File: src/rtl/fft_stage_sequencer_pkg.sv
// Shared types, encodings and stage constants for fft_stage_sequencer.
// Index widths come from INDEX_WIDTH_M / INDEX_WIDTH_N when the integration defines them.
`ifndef INDEX_WIDTH_M
`define INDEX_WIDTH_M 5
`endif
`ifndef INDEX_WIDTH_N
`define INDEX_WIDTH_N 6
`endif

package fft_seq_pkg;
   localparam int MW = `INDEX_WIDTH_M;
   localparam int NW = `INDEX_WIDTH_N;
   localparam int CW = 5;

   typedef enum logic [2:0] {
      S_IDLE  = 3'd0,
      S_LOAD  = 3'd1,
      S_RUN   = 3'd2,
      S_DRAIN = 3'd3,
      S_DONE  = 3'd4
   } state_e;

   typedef enum logic [2:0] {
      C_IDLE  = 3'd0,
      C_LOAD  = 3'd1,
      C_RUN   = 3'd2,
      C_DRAIN = 3'd3,
      C_HOLD  = 3'd4
   } ctrl_e;

   localparam logic [1:0] SEL_31  = 2'd0;
   localparam logic [1:0] SEL_41  = 2'd1;
   localparam logic [1:0] SEL_61  = 2'd2;
   localparam logic [1:0] SEL_BAD = 2'd3;

   localparam logic [NW-1:0] N_31 = NW'(31);
   localparam logic [NW-1:0] N_41 = NW'(41);
   localparam logic [NW-1:0] N_61 = NW'(61);

   // RUN length per [dft_sel][stage]
   localparam logic [CW-1:0] RUN_LEN [0:2][0:2] = '{
      '{5'd15, 5'd10, 5'd6},
      '{5'd8,  5'd10, 5'd10},
      '{5'd20, 5'd15, 5'd12}
   };

   typedef struct packed {
      logic [2:0]    point;
      logic          mode;
      logic [2:0]    factor_idx;
      logic [1:0]    case_41;
      logic [MW-1:0] m1;
      logic [MW-1:0] m2;
      logic [MW-1:0] m1m2;
      logic [MW-1:0] m0m1;
      logic [MW-1:0] m0m2;
      logic [NW-1:0] n0;
      logic [NW-1:0] n1;
      logic [NW-1:0] n2;
      logic [CW-1:0] run_len;
   } stage_cfg_t;

   function automatic stage_cfg_t mk_cfg(input int point, input int mode, input int c41,
                                         input int m1, input int m2, input int m1m2,
                                         input int m0m1, input int m0m2);
      stage_cfg_t c;
      c            = '0;
      c.point      = 3'(point);
      c.mode       = 1'(mode);
      c.case_41    = 2'(c41);
      c.m1         = MW'(m1);
      c.m2         = MW'(m2);
      c.m1m2       = MW'(m1m2);
      c.m0m1       = MW'(m0m1);
      c.m0m2       = MW'(m0m2);
      return c;
   endfunction
endpackage

File: src/rtl/fft_stage_sequencer_if.sv
// Control-side bus of fft_stage_sequencer: start/select in, AGU stage config and status out.
// The stall signal exists only when FFT_SEQ_STALL_EN is defined.
interface fft_seq_if import fft_seq_pkg::*; ();
   logic          start;
   logic [1:0]    dft_sel;
`ifdef FFT_SEQ_STALL_EN
   logic          stall;
`endif
   logic          busy;
   logic          done;
   logic          err;
   logic [1:0]    stage_idx;
   logic [2:0]    ctrl_sig;
   logic [2:0]    point;
   logic          point_2_mode;
   logic [2:0]    factor_idx;
   logic [1:0]    case_41;
   logic [MW-1:0] M1, M2, M1M2, M0M1, M0M2;
   logic [NW-1:0] N0, N1, N2;

   // No handshake: start is a level sampled in IDLE, done/err are single-cycle pulses.
   modport master (
`ifdef FFT_SEQ_STALL_EN
      output stall,
`endif
      output start, dft_sel,
      input  busy, done, err, stage_idx, ctrl_sig, point, point_2_mode, factor_idx,
             case_41, M1, M2, M1M2, M0M1, M0M2, N0, N1, N2
   );

   modport slave (
`ifdef FFT_SEQ_STALL_EN
      input  stall,
`endif
      input  start, dft_sel,
      output busy, done, err, stage_idx, ctrl_sig, point, point_2_mode, factor_idx,
             case_41, M1, M2, M1M2, M0M1, M0M2, N0, N1, N2
   );
endinterface

File: src/rtl/fft_stage_sequencer_cfg_rom.sv
// Combinational stage-config table: (dft_sel, stage_idx) -> AGU configuration and RUN length.
module fft_stage_cfg_rom import fft_seq_pkg::*; (
   input  logic [1:0] dft_sel,
   input  logic [1:0] stage_idx,
   output stage_cfg_t cfg
);
   always_comb begin
      cfg = '0;
      case ({dft_sel, stage_idx})
         4'h0:    cfg = mk_cfg(2, 0, 0, 3, 5, 15, 6, 10);
         4'h1:    cfg = mk_cfg(3, 0, 0, 2, 5, 10, 6, 15);
         4'h2:    cfg = mk_cfg(5, 0, 0, 2, 3, 6, 10, 15);
         4'h4:    cfg = mk_cfg(5, 0, 1, 8, 0, 8, 0, 5);
         4'h5:    cfg = mk_cfg(4, 0, 2, 2, 5, 5, 8, 0);
         4'h6:    cfg = mk_cfg(2, 1, 2, 4, 5, 5, 8, 0);
         4'h8:    cfg = mk_cfg(3, 0, 0, 4, 5, 20, 12, 15);
         4'h9:    cfg = mk_cfg(4, 0, 0, 3, 5, 15, 12, 20);
         4'hA:    cfg = mk_cfg(5, 0, 0, 3, 4, 12, 15, 20);
         default: cfg = '0;
      endcase
      if (dft_sel != SEL_BAD && stage_idx != 2'd3) begin
         cfg.factor_idx = 3'(dft_sel);
         cfg.run_len    = RUN_LEN[dft_sel][stage_idx];
         case (dft_sel)
            SEL_31:  {cfg.n0, cfg.n1, cfg.n2} = {N_31, N_41, N_61};
            SEL_41:  {cfg.n0, cfg.n1, cfg.n2} = {N_41, N_31, N_61};
            default: {cfg.n0, cfg.n1, cfg.n2} = {N_61, N_31, N_41};
         endcase
      end
   end
endmodule

File: src/rtl/fft_stage_sequencer.sv
// Sequences the three prime-factor DFT stages through the AGU with LOAD/RUN/DRAIN ctrl_sig phases.
// Optional FFT_SEQ_STALL_EN adds a stall input that freezes sequencing (ctrl_sig=HOLD in RUN).
module fft_stage_sequencer import fft_seq_pkg::*; #(
   parameter int LOAD_CYC  = 1,
   parameter int DRAIN_CYC = 4
) (
   input  logic   clk,
   input  logic   rst_n,
   fft_seq_if.slave bus,
   output state_e state_dbg
);
   localparam logic [CW-1:0] LOAD_LAST  = CW'(LOAD_CYC - 1);
   localparam logic [CW-1:0] DRAIN_LAST = (DRAIN_CYC > 0) ? CW'(DRAIN_CYC - 1) : '0;

   state_e        state;
   ctrl_e         ctrl_q;
   logic [1:0]    sel_q;
   logic [1:0]    stage_q;
   logic [CW-1:0] cnt;
   logic          busy_q, done_q, err_q;
   stage_cfg_t    cfg_q, rom_cfg;
   logic [1:0]    rom_sel, rom_stage;
   logic          stall_w;
   logic          stage_end;

`ifdef FFT_SEQ_STALL_EN
   assign stall_w = bus.stall;
`else
   assign stall_w = 1'b0;
`endif

   // The ROM always looks up the stage that the next LOAD will use.
   assign rom_sel   = (state == S_IDLE) ? bus.dft_sel : sel_q;
   assign rom_stage = (state == S_IDLE) ? 2'd0 : stage_q + 2'd1;

   fft_stage_cfg_rom u_rom (
      .dft_sel   (rom_sel),
      .stage_idx (rom_stage),
      .cfg       (rom_cfg)
   );

   assign stage_end = (cnt == '0) &&
                      ((state == S_DRAIN) || (state == S_RUN && DRAIN_CYC == 0));

   always_ff @(posedge clk) begin
      if (!rst_n) begin
         state   <= S_IDLE;
         ctrl_q  <= C_IDLE;
         sel_q   <= '0;
         stage_q <= '0;
         cnt     <= '0;
         busy_q  <= 1'b0;
         done_q  <= 1'b0;
         err_q   <= 1'b0;
         cfg_q   <= '0;
      end else if (stall_w) begin
         done_q <= 1'b0;
         err_q  <= 1'b0;
         if (state == S_RUN) ctrl_q <= C_HOLD;
      end else begin
         done_q <= 1'b0;
         err_q  <= 1'b0;
         case (state)
            S_IDLE: begin
               if (bus.start) begin
                  if (bus.dft_sel == SEL_BAD) begin
                     err_q <= 1'b1;
                  end else begin
                     sel_q   <= bus.dft_sel;
                     stage_q <= 2'd0;
                     cfg_q   <= rom_cfg;
                     cnt     <= LOAD_LAST;
                     busy_q  <= 1'b1;
                     ctrl_q  <= C_LOAD;
                     state   <= S_LOAD;
                  end
               end
            end
            S_LOAD: begin
               if (cnt == '0) begin
                  state  <= S_RUN;
                  ctrl_q <= C_RUN;
                  cnt    <= cfg_q.run_len - CW'(1);
               end else begin
                  cnt <= cnt - CW'(1);
               end
            end
            S_RUN: begin
               ctrl_q <= C_RUN;
               if (cnt != '0) begin
                  cnt <= cnt - CW'(1);
               end else if (DRAIN_CYC > 0) begin
                  state  <= S_DRAIN;
                  ctrl_q <= C_DRAIN;
                  cnt    <= DRAIN_LAST;
               end
            end
            S_DRAIN: begin
               if (cnt != '0) cnt <= cnt - CW'(1);
            end
            default: begin
               state  <= S_IDLE;
               ctrl_q <= C_IDLE;
            end
         endcase
         // Stage completion overrides the per-state updates above.
         if (stage_end) begin
            if (stage_q == 2'd2) begin
               state  <= S_DONE;
               ctrl_q <= C_IDLE;
               busy_q <= 1'b0;
               done_q <= 1'b1;
            end else begin
               stage_q <= stage_q + 2'd1;
               cfg_q   <= rom_cfg;
               cnt     <= LOAD_LAST;
               ctrl_q  <= C_LOAD;
               state   <= S_LOAD;
            end
         end
      end
   end

   assign state_dbg        = state;
   assign bus.busy         = busy_q;
   assign bus.done         = done_q;
   assign bus.err          = err_q;
   assign bus.stage_idx    = stage_q;
   assign bus.ctrl_sig     = ctrl_q;
   assign bus.point        = cfg_q.point;
   assign bus.point_2_mode = cfg_q.mode;
   assign bus.factor_idx   = cfg_q.factor_idx;
   assign bus.case_41      = cfg_q.case_41;
   assign bus.M1           = cfg_q.m1;
   assign bus.M2           = cfg_q.m2;
   assign bus.M1M2         = cfg_q.m1m2;
   assign bus.M0M1         = cfg_q.m0m1;
   assign bus.M0M2         = cfg_q.m0m2;
   assign bus.N0           = cfg_q.n0;
   assign bus.N1           = cfg_q.n1;
   assign bus.N2           = cfg_q.n2;
endmodule

File: src/flat_wrapper.sv
// flat-port wrapper written by rule: the top's interface ports become plain ports
module fft_stage_sequencer_flat import fft_seq_pkg::*;
#(
   parameter int LOAD_CYC  = 1,
   parameter int DRAIN_CYC = 4
)
  (clk, rst_n, state_dbg, bus_start, bus_dft_sel, bus_busy, bus_done, bus_err, bus_stage_idx, bus_ctrl_sig, bus_point, bus_point_2_mode, bus_factor_idx, bus_case_41, bus_M1, bus_M2, bus_M1M2, bus_M0M1, bus_M0M2, bus_N0, bus_N1, bus_N2);
  fft_seq_if bus_i ();
  input  logic clk;
  input  logic rst_n;
  output state_e state_dbg;
  input wire logic [$bits(bus_i.start)-1:0] bus_start;
  input wire logic [$bits(bus_i.dft_sel)-1:0] bus_dft_sel;
  output wire logic [$bits(bus_i.busy)-1:0] bus_busy;
  output wire logic [$bits(bus_i.done)-1:0] bus_done;
  output wire logic [$bits(bus_i.err)-1:0] bus_err;
  output wire logic [$bits(bus_i.stage_idx)-1:0] bus_stage_idx;
  output wire logic [$bits(bus_i.ctrl_sig)-1:0] bus_ctrl_sig;
  output wire logic [$bits(bus_i.point)-1:0] bus_point;
  output wire logic [$bits(bus_i.point_2_mode)-1:0] bus_point_2_mode;
  output wire logic [$bits(bus_i.factor_idx)-1:0] bus_factor_idx;
  output wire logic [$bits(bus_i.case_41)-1:0] bus_case_41;
  output wire logic [$bits(bus_i.M1)-1:0] bus_M1;
  output wire logic [$bits(bus_i.M2)-1:0] bus_M2;
  output wire logic [$bits(bus_i.M1M2)-1:0] bus_M1M2;
  output wire logic [$bits(bus_i.M0M1)-1:0] bus_M0M1;
  output wire logic [$bits(bus_i.M0M2)-1:0] bus_M0M2;
  output wire logic [$bits(bus_i.N0)-1:0] bus_N0;
  output wire logic [$bits(bus_i.N1)-1:0] bus_N1;
  output wire logic [$bits(bus_i.N2)-1:0] bus_N2;
  assign bus_i.start = bus_start;
  assign bus_i.dft_sel = bus_dft_sel;
  assign bus_busy = bus_i.busy;
  assign bus_done = bus_i.done;
  assign bus_err = bus_i.err;
  assign bus_stage_idx = bus_i.stage_idx;
  assign bus_ctrl_sig = bus_i.ctrl_sig;
  assign bus_point = bus_i.point;
  assign bus_point_2_mode = bus_i.point_2_mode;
  assign bus_factor_idx = bus_i.factor_idx;
  assign bus_case_41 = bus_i.case_41;
  assign bus_M1 = bus_i.M1;
  assign bus_M2 = bus_i.M2;
  assign bus_M1M2 = bus_i.M1M2;
  assign bus_M0M1 = bus_i.M0M1;
  assign bus_M0M2 = bus_i.M0M2;
  assign bus_N0 = bus_i.N0;
  assign bus_N1 = bus_i.N1;
  assign bus_N2 = bus_i.N2;
  fft_stage_sequencer #(.LOAD_CYC(LOAD_CYC), .DRAIN_CYC(DRAIN_CYC)) u_core (.clk(clk), .rst_n(rst_n), .bus(bus_i), .state_dbg(state_dbg));
endmodule
File: config.mk
export PLATFORM = sky130hd
export DESIGN_NAME = fft_stage_sequencer_flat
export DESIGN_NICKNAME = d
export VERILOG_FILES = /design/src/rtl/fft_stage_sequencer_pkg.sv /design/src/rtl/fft_stage_sequencer_if.sv /design/src/rtl/fft_stage_sequencer_cfg_rom.sv /design/src/rtl/fft_stage_sequencer.sv /design/src/flat_wrapper.sv
export SDC_FILE = /design/constraint.sdc
export NUM_CORES = 1
export LEC_CHECK = 0
export CORE_MARGIN = 2
export CORE_UTILIZATION = 41
export DETAILED_ROUTE_END_ITERATION = 10
export PLACE_DENSITY = 0.63
export SLEW_MARGIN = 20
export SYNTH_ARGS = -nofsm -noshare
export SYNTH_HDL_FRONTEND = slang
export SYNTH_SLANG_ARGS = --single-unit
File: constraint.sdc
create_clock -name clk -period 2.5 [get_ports clk]
set_input_delay 0.5 -clock clk [delete_from_list [all_inputs] [get_ports clk]]
set_output_delay 0.5 -clock clk [all_outputs]
set_load 0.01 [all_outputs]
==> metrics.txt, run 1 <==
run status finished, final reports clean; drt first pass iters 4; chip height 100 µm; synth top area cells dfxtp_1, buf_4, a21oi_1; Worst Max-Slew Pin Slew 673 ps; initial antenna violation count 0; min-delay src u_core.bus.N1[2]; kind of critical path register to register; Final Hold Vio Count 0; CP endpoint kind register; Crit. Startpoint u_core.bus.stage_idx[0]; fin util 49.0%; worst hold path type register to register; distinct cell type count of the synthesized netlist 61; Min Hold Slack 454 ps; Num CTS Buffers 9; Synth Area per Inst 8.42 µm²; Post-Syn Nets 464; clock slew at reported path FFs 70 ps; Period Utilization, post-route 92.3%; Leak 1.72 nW; dpl hpwl 6750 µm; setup TNS 0 ps; Yosys top cell by area dfxtp_1; postcts setup bufs 0; ys async rst share 0%; Antenna Cells 0; # rows 35; layout net count 483; synthesized flop and latch total 74; count leader, synth dfxtp_1; sequential share of the synthesized area 38.9%; H-Tree Depth 3; unrepaired setup endpoints after global routing no; Logic pwr share 51.0%; Final WS setup 193 ps; clk buf depth 2; Post-synth top cells dfxtp_1, buf_4, nand2_1, a21oi_1, o21ai_0; CP Data Arrival Time 2590 ps; largest net degree at the start of global routing 26; CTS tree yes; hold buffers post-CTS 0; Max Slew Vio Count 0; power per cell area 1210 nW/µm²; peak supply drop 0.519 mV; DIE AREA 10100 µm²; clk root buf clkbuf_8; Total Power 5.39 mW; CP Max Fanout 15; share of cells above drive strength 1 10.3%; Switching Fraction 40.0%; cell count after synthesis 453; max-cap violations 0; Core ar. 9110 µm²; post-synth top area share 38.9%; vias per cell 5.40; clock skew 11.3 ps; IO Pins 68; grt ovf 0; antenna viol nets, final 0; post_cts resized 0; final setup violation count 0; clk_lat worst skew 340 ps; pre-CTS setup slack 38.4 ps; FILL cells 918; Clock power frac 16.9%; Post-Syn Area 3810 µm²; final worst path period need 2310 ps; global-route wire length before repair 15100 µm; Die Span X 100 µm; top_reg_cell synth dfxtp_1; DRC 0; EDFF count, synth 0; Syn-to-layout area delta 17.1%; Crit Reg-Reg Startpoint u_core.bus.stage_idx[0]; Total GRT Usage 19.2%; Clock Sink Count 74; P_sw 2.15 mW; Data required, critical path 2780 ps; Peak Freq 433 MHz; WL final 9380 µm; Final GP Congestion 0.952; Sequential Power Share 32.1%; number of global-route vias before repair 2869; initial drt markers 177; startpoint types register; Slew HR 55.1%; cell internal pwr 3.24 mW; wire length per cell 16.0 µm; vias 3168; port buffer count 66; synth warn 0; initial core utilization 41.9%
-- state kept, by name, indices dropped and copies added (netlist names), 2 cells and up --
signal and flops:
u_core.cfg_q 5, u_core.sel_q 2, u_core.bus.point 3, u_core.cnt 5, u_core.bus.M1 5, u_core.bus.case_41 2
u_core.bus.N0 6, u_core.bus.M0M1 5, u_core.bus.M2 5, u_core.bus.M1M2 5, u_core.bus.factor_idx 3, u_core.bus.M0M2 5
u_core.state_dbg 3, u_core.bus.N1 6, u_core.bus.ctrl_sig 2, u_core.bus.N2 6, u_core.bus.stage_idx 2
-- power by group through the flow --
stage	combinational [mW]	sequential [mW]	clock [mW]
after floorplan	1.98	1.68	0
final	2.75	1.73	0.909
after CTS	2.74	1.73	0.937
after global placement	2.69	1.75	0
after detailed placement	2.73	1.76	0
after global routing	3.00	1.77	0.998
-- cells in the final DEF, fill, tap and decap left out, types with 11 or more instances in the layout --
master | Yosys | layout
a21boi_0 | 11 | 11
a21oi_1 | 30 | 30
buf_4 | 53 | 22
clkdlybuf4s50_1 | 0 | 66
dfxtp_1 | 74 | 74
inv_1 | 12 | 12
nand2_1 | 38 | 38
nor2_1 | 27 | 27
nor2b_1 | 15 | 15
nor3_1 | 16 | 16
o21ai_0 | 29 | 29
-- cell families after synthesis --
family	Yosys count	synth area share, %
simple gates	136	18.6
compound gates	132	22.9
buf+inv	93	14.8
flops	74	38.9
xor+xnor	8	1.84
fa+ha+maj	6	1.97
mux	3	0.820
other cells	1	0.0984
-- critical path: stages, from the launching register on --
cell      delay, ps
dfxtp_1         310
inv_1           190
ha_1            250
and4bb_2        280
nand2_1         240
nand2_1         250
nor2_2          490
a22o_1          230
-- layer usage --
layer | global-route usage (%) | wire (µm) | vias up
met5 | 0 | 0 | -
met2 | 27.6 | 4010 | 109
met3 | 4.39 | 535 | 16
met4 | 6.95 | 203 | 0
li1 | - | - | 1562
met1 | 27.9 | 4630 | 1481
-- stage by stage --
stage                     instances  area, µm²
after floorplan                 453       3810
after global placement          572       4280
after detailed placement        572       4280
after CTS                       587       4460
after global routing            587       4460
final                           587       4460
-- final timing paths --
check	slack, ps	end	cells after the start
max	190	u_core.cfg_q[3]	7
min	450	u_core.bus.N1[2]	1
max reg2reg	190	u_core.cfg_q[3]	7
min reg2reg	450	u_core.bus.N1[2]	1
-- area by class of cell --
class,instances,area [µm²],share of cell area (%)
sequential,74,1480,33.2
multi-input combinational,286,1770,39.6
clock buffer,13,149,3.34
clock inverter,2,37.5,0.841
tap,111,139,3.11
inverter,12,45.0,1.01
timing repair buffer,89,846,19.0
Note: power is estimated with default switching activity, not from simulation.
==> inputs of run 2 (changes only) <==
--- a/config.mk
+++ b/config.mk
@@ -5,6 +5,7 @@
 export SDC_FILE = /design/constraint.sdc
 export NUM_CORES = 1
 export LEC_CHECK = 0
+export ABC_AREA = 1
 export CORE_MARGIN = 2
 export CORE_UTILIZATION = 41
 export DETAILED_ROUTE_END_ITERATION = 10
==> run 2 against run 1 <==
Flip-flop and latch count stayed put. Sequential power is 3% higher. Sequential share of layout area is 1.1 points higher. Worst setup slack better by 310 ps. First-iteration DRC count is 19% lower. Non-clock buffer count is 16 lower. Critical path depth is 2 higher. Via count is 4.4% lower. Final cell count is 6.8% higher. Final area is 3.3% lower. Critical path type unchanged. Critical endpoint is now u_core.bus.M2[2].
==> metrics.txt, run 2 <==
run status finished, final reports clean; Data required, critical path 2740 ps; WL met2 3730 µm; initial antenna violation count 0; clk root buf clkbuf_8; Post-Syn Nets 507; Crit. Startpoint u_core.cnt[0]; vias 3030; WL final 7980 µm; min-delay src u_core.bus.M1[4]; max-cap violations 0; final setup violation count 0; vias per cell 4.83; H-Tree Depth 3; Crit Reg-Reg Startpoint u_core.cnt[0]; chip height 98.7 µm; Post-Syn Area 3680 µm²; Leak 1.94 nW; antenna viol nets, final 0; Sequential Power Share 32.5%; Crit path largest cell delay 350 ps; most frequent cells in the layout nand2_1, dfxtp_1, nor2_1, clkdlybuf4s50_1, inv_1; cell count after synthesis 496; Final GP Congestion 0.911; IO Pins 68; port buffer count 66; P_sw 2.15 mW; Clock Sink Count 74; synth top area cells dfxtp_1, buf_4, nand2_1; DRC 0; share of cells above drive strength 1 10.6%; most common cell after layout, fill and taps aside nand2_1; Die Span X 98.7 µm; initial core utilization 42.2%; post-synth top area share 40.3%; CTS tree yes; post_cts resized 0; wire length per cell 12.7 µm; slowest stage cell on the critical path dfxtp_1; global-route wire length before repair 13600 µm; power per cell area 1280 nW/µm²; met1 WL 3840 µm; crit-path cells inv_1 > ha_1 > nand3_2 > nor2_4 > nand2_4 > nand2_4 > nand2_1 > nor2_1 > a21oi_1; cell internal pwr 3.35 mW; Peak Freq 501 MHz; ys async rst share 0%; CP endpoint kind register; # rows 34; CP Data Arrival Time 2240 ps; distinct cell type count of the synthesized netlist 32; top_reg_cell synth dfxtp_1; unrepaired setup endpoints after global routing no; drt first pass iters 5; grt ovf 0; Core ar. 8720 µm²; EDFF count, synth 0; Yosys top cell by area dfxtp_1; clock skew 9.64 ps; Post-synth top cells nand2_1, dfxtp_1, nor2_1, buf_4, inv_1; Max Slew Vio Count 0; largest net degree at the start of global routing 32; dpl hpwl 5930 µm; clock slew at reported path FFs 90 ps; startpoint types register; clk buf depth 2; peak supply drop 0.585 mV; final worst path period need 2000 ps; initial drt markers 143; synthesized flop and latch total 74; Logic pwr share 46.6%; Switching Fraction 39.1%; Num CTS Buffers 9; number of global-route vias before repair 2910; Antenna Cells 0; Clock power frac 20.9%; kind of critical path register to register; sequential share of the synthesized area 40.3%; met3 wire len 314 µm; synth warn 0; Worst Max-Slew Pin Slew 539 ps; setup TNS 0 ps; hold buffers post-CTS 0; Synth Area per Inst 7.42 µm²; most used cell, CP nand2_4; Max Used Layer met4; Total GRT Usage 17.2%; layout net count 525; DIE AREA 9750 µm²; clk_lat worst skew 350 ps; worst hold path type register to register; CP Max Fanout 31; count leader, synth nand2_1; Final Hold Vio Count 0; Period Utilization, post-route 79.9%; Min Hold Slack 440 ps; Slew HR 64.0%; Syn-to-layout area delta 17.3%; postcts setup bufs 0
==> run 2: per-stage QoR <==
step           utilization (%)  cell area, µm²  power [mW]  instances  setup WS (ps)
6_report                  49.5            4310        5.50        627            503
5_1_grt                   49.5            4310        5.97        627            287
4_1_cts                   49.5            4310        5.55        627            490
3_5_place_dp              46.6            4060        4.39        611            187
3_3_place_gp              46.6            4060        4.36        611            255
2_1_floorplan                -            3680        3.75        496            892
==> run 2: final timing paths <==
| path | slack [ps] | end | cells after the start |
|---|---|---|---|
| worst max register to register | 500 | u_core.bus.M2[2] | 9 |
| worst min register to register | 440 | u_core.bus.M1[4] | 2 |
| worst max-delay path | 500 | u_core.bus.M2[2] | 9 |
| worst min-delay path | 440 | u_core.bus.M1[4] | 2 |
==> run 2: logic make-up after synthesis <==
kind of cell,count (synthesis),share of synthesized area (%)
DFF,74,40.3
buffers and inverters,110,17.1
xor gates and xnor gates,3,0.714
other,1,0.102
adders and majority gates,6,2.04
and+or+nand+nor,215,26.1
AOI/OAI and AO/OA,87,13.7
==> run 2: area by class of cell <==
cell class,instances,area [µm²]
fill,871,4410
multi-input combinational,312,1570
sequential,74,1480
timing repair buffer,73,713
inverter,44,165
tap,108,135
clock inverter,7,126
clock buffer,9,124
==> run 2: per-layer routing <==
layer,track usage [%],vias to the layer above
met3,4.75,7
met1,23.4,1381
li1,-,1583
met5,0,-
met2,26.6,59
met4,5.37,0
==> run 2: power by group through the flow <==
| stage | clock network [mW] | logic (mW) | registers (mW) |
|---|---|---|---|
| 2_1_floorplan | 0 | 1.98 | 1.77 |
| 3_3_place_gp | 0 | 2.54 | 1.82 |
| 3_5_place_dp | 0 | 2.57 | 1.82 |
| 4_1_cts | 1.17 | 2.58 | 1.80 |
| 5_1_grt | 1.23 | 2.90 | 1.85 |
| 6_report | 1.15 | 2.57 | 1.79 |
==> run 2: critical path: cells and delay by family (launching register included) <==
| family | cells | cell delay [ps] |
|---|---|---|
| buf+inv | 1 | 80 |
| fa+ha+maj | 1 | 220 |
| flops | 1 | 350 |
| simple gates | 6 | 1140 |
| compound gates | 1 | 80 |
==> inputs of run 3 (changes only) <==
--- a/config.mk
+++ b/config.mk
@@ -9,7 +9,7 @@
 export CORE_MARGIN = 2
 export CORE_UTILIZATION = 41
 export DETAILED_ROUTE_END_ITERATION = 10
-export PLACE_DENSITY = 0.63
+export PLACE_DENSITY = 0.66
 export SLEW_MARGIN = 20
 export SYNTH_ARGS = -nofsm -noshare
 export SYNTH_HDL_FRONTEND = slang
==> constraint.sdc (replaced) <==
create_clock -name clk -period 1.8 [get_ports clk]
set_input_delay 0.36 -clock clk [delete_from_list [all_inputs] [get_ports clk]]
set_output_delay 0.36 -clock clk [all_outputs]
set_load 0.01 [all_outputs]
==> run 3 against run 2 <==
Hold slack lost 4.5 ps. Critical path depth decreased by 7. Highest routed layer unchanged. Non-clock buffer count increased by 34. Sequential share of layout area fell by 3.0 points. First-iteration DRC count is 26% lower. Routed wire length grew 9.1%. Largest power group unchanged. Count of clock-buffer cells in the layout did not move. Sequential power is 39% higher.
==> metrics.txt, run 3 (synthesized netlist as in run 2, its figures left out) <==
WL met2 4070 µm; pre-CTS setup slack -118 ps; Clock Sink Count 74; drt first pass iters 4; port buffer count 66; layout net count 561; IO Pins 68; initial antenna violation count 0; Total GRT Usage 17.7%; vias per cell 4.90; share of cells above drive strength 1 19.5%; CTS tree yes; Final WS setup 69.5 ps; Leak 2.14 nW; worst hold path type register to register; number of global-route vias before repair 3150; hold endpoint u_core.bus.M2[3]; Total Power 8.39 mW; most common cell after layout, fill and taps aside nand2_1; Crit Reg-Reg Startpoint u_core.state_dbg[0]; Syn-to-layout area delta 28.9%; met3 wire len 365 µm; unrepaired setup endpoints after global routing yes; most frequent cells in the layout nand2_1, dfxtp_1, nor2_1, clkdlybuf4s50_1; DP Area 4290 µm²; grt ovf 0; CP endpoint kind primary output; crit-path cells buf_4 > clkdlybuf4s50_1; antenna viol nets, final 0; # rows 34; CP Data Arrival Time 1370 ps; Crit path largest cell delay 550 ps; Max Used Layer met4; H-Tree Depth 3; initial drt markers 106; Final Hold Vio Count 0; met1 WL 4090 µm; initial core utilization 42.2%; vias 3246; setup TNS 0 ps; kind of critical path register to primary output; Hold Path Stages 2; Final GP Congestion 0.839; Core ar. 8720 µm²; startpoint types register; cells on worst reg2reg path 9; clock slew at reported path FFs 90 ps; final setup violation count 0; DRC 0; max-cap violations 0; Antenna Cells 0; wire length per cell 13.1 µm; Critical R2R Capture u_core.cfg_q[3]; Peak Freq 578 MHz; global-route wire length before repair 14200 µm; run status finished, final reports clean; dpl hpwl 6200 µm; slowest stage cell on the critical path clkdlybuf4s50_1; WL final 8710 µm; final worst path period need 1730 ps; peak supply drop 0.704 mV; CP Max Fanout 4; Die Span X 98.7 µm; Period Utilization, post-route 96.1%; largest net degree at the start of global routing 21; fin util 54.4%; reg2reg setup slack 80 ps; Num CTS Buffers 9; power per cell area 1770 nW/µm²; clk root buf clkbuf_8; chip height 98.7 µm; Max Slew Vio Count 0; DIE AREA 9750 µm²; Data required, critical path 1440 ps; clk_lat worst skew 360 ps; FILL cells 808; min-delay src u_core.bus.M2[3]; design area 4740 µm²; clk buf depth 2; clock skew 8.10 ps
[run 3: cell count changes in the layout (fill, tap and decap cells not counted), sizes merged]
cell,previous run,this run
buf,7,41
bufinv,3,4
clkinv,2,1
clkinvlp,1,2
nand2,104,105
[run 3: power breakdown]
| part | leakage, nW | switching (mW) | internal [mW] |
|---|---|---|---|
| Combinational | 1.39 | 2.22 | 1.93 |
| Sequential | 0.610 | 0.306 | 2.17 |
| Clock | 0.136 | 0.676 | 1.08 |
| Total | 2.14 | 3.20 | 5.18 |
[run 3: critical path: cells and delay by family, from the launching register on]
family,cells,cell delay [ps]
buffers and inverters,2,680
flip-flops,1,340
[run 3: through the flow]
step / hold slack, ps / std cells
6_report: 436 / 663
5_1_grt: 457 / 663
4_1_cts: 440 / 655
3_5_place_dp: 427 / 639
3_3_place_gp: 425 / 639
2_1_floorplan: 415 / 496
[run 3: cell type report]
cell class	instances	area, µm²	area share, %
Tap cell	108	135	2.85
Clock buffer	9	124	2.61
Timing Repair inverter	1	7.51	0.158
Sequential cell	74	1490	31.3
Inverter	44	169	3.56
Multi-Input combinational cell	313	1670	35.3
Clock inverter	7	149	3.14
Timing Repair Buffer	107	1000	21.1
[run 3: timing repair]
action	CTS	global route
endpoints found under the hold margin	0	0
setup endpoints to repair	0	50
setup buffers	0	6
resized for setup	0	27
hold buffers	0	0
[run 3: layer usage]
layer	global-route usage [%]	vias to the layer above
met4	6.85	0
met1	23.0	1522
met5	0	-
met2	28.8	62
li1	-	1646
met3	3.97	16
[run 3: worst max-delay path by stage]
| stage | from | to | slack (ps) | depth (start not counted) |
|---|---|---|---|---|
| 2_1_floorplan | u_core.bus.stage_idx[0] | u_core.bus.M1M2[0] | 190 | 9 |
| 3_3_place_gp | bus_dft_sel[0] | u_core.cfg_q[3] | -140 | 8 |
| 6_report | u_core.bus.stage_idx[0] | bus_stage_idx[0] | 70 | 2 |
| 5_1_grt | u_core.state_dbg[0] | u_core.cfg_q[1] | -50 | 12 |
| 4_1_cts | u_core.cnt[0] | u_core.bus.M1M2[0] | 30 | 9 |
| 3_5_place_dp | bus_dft_sel[1] | u_core.bus.M1M2[0] | -120 | 9 |
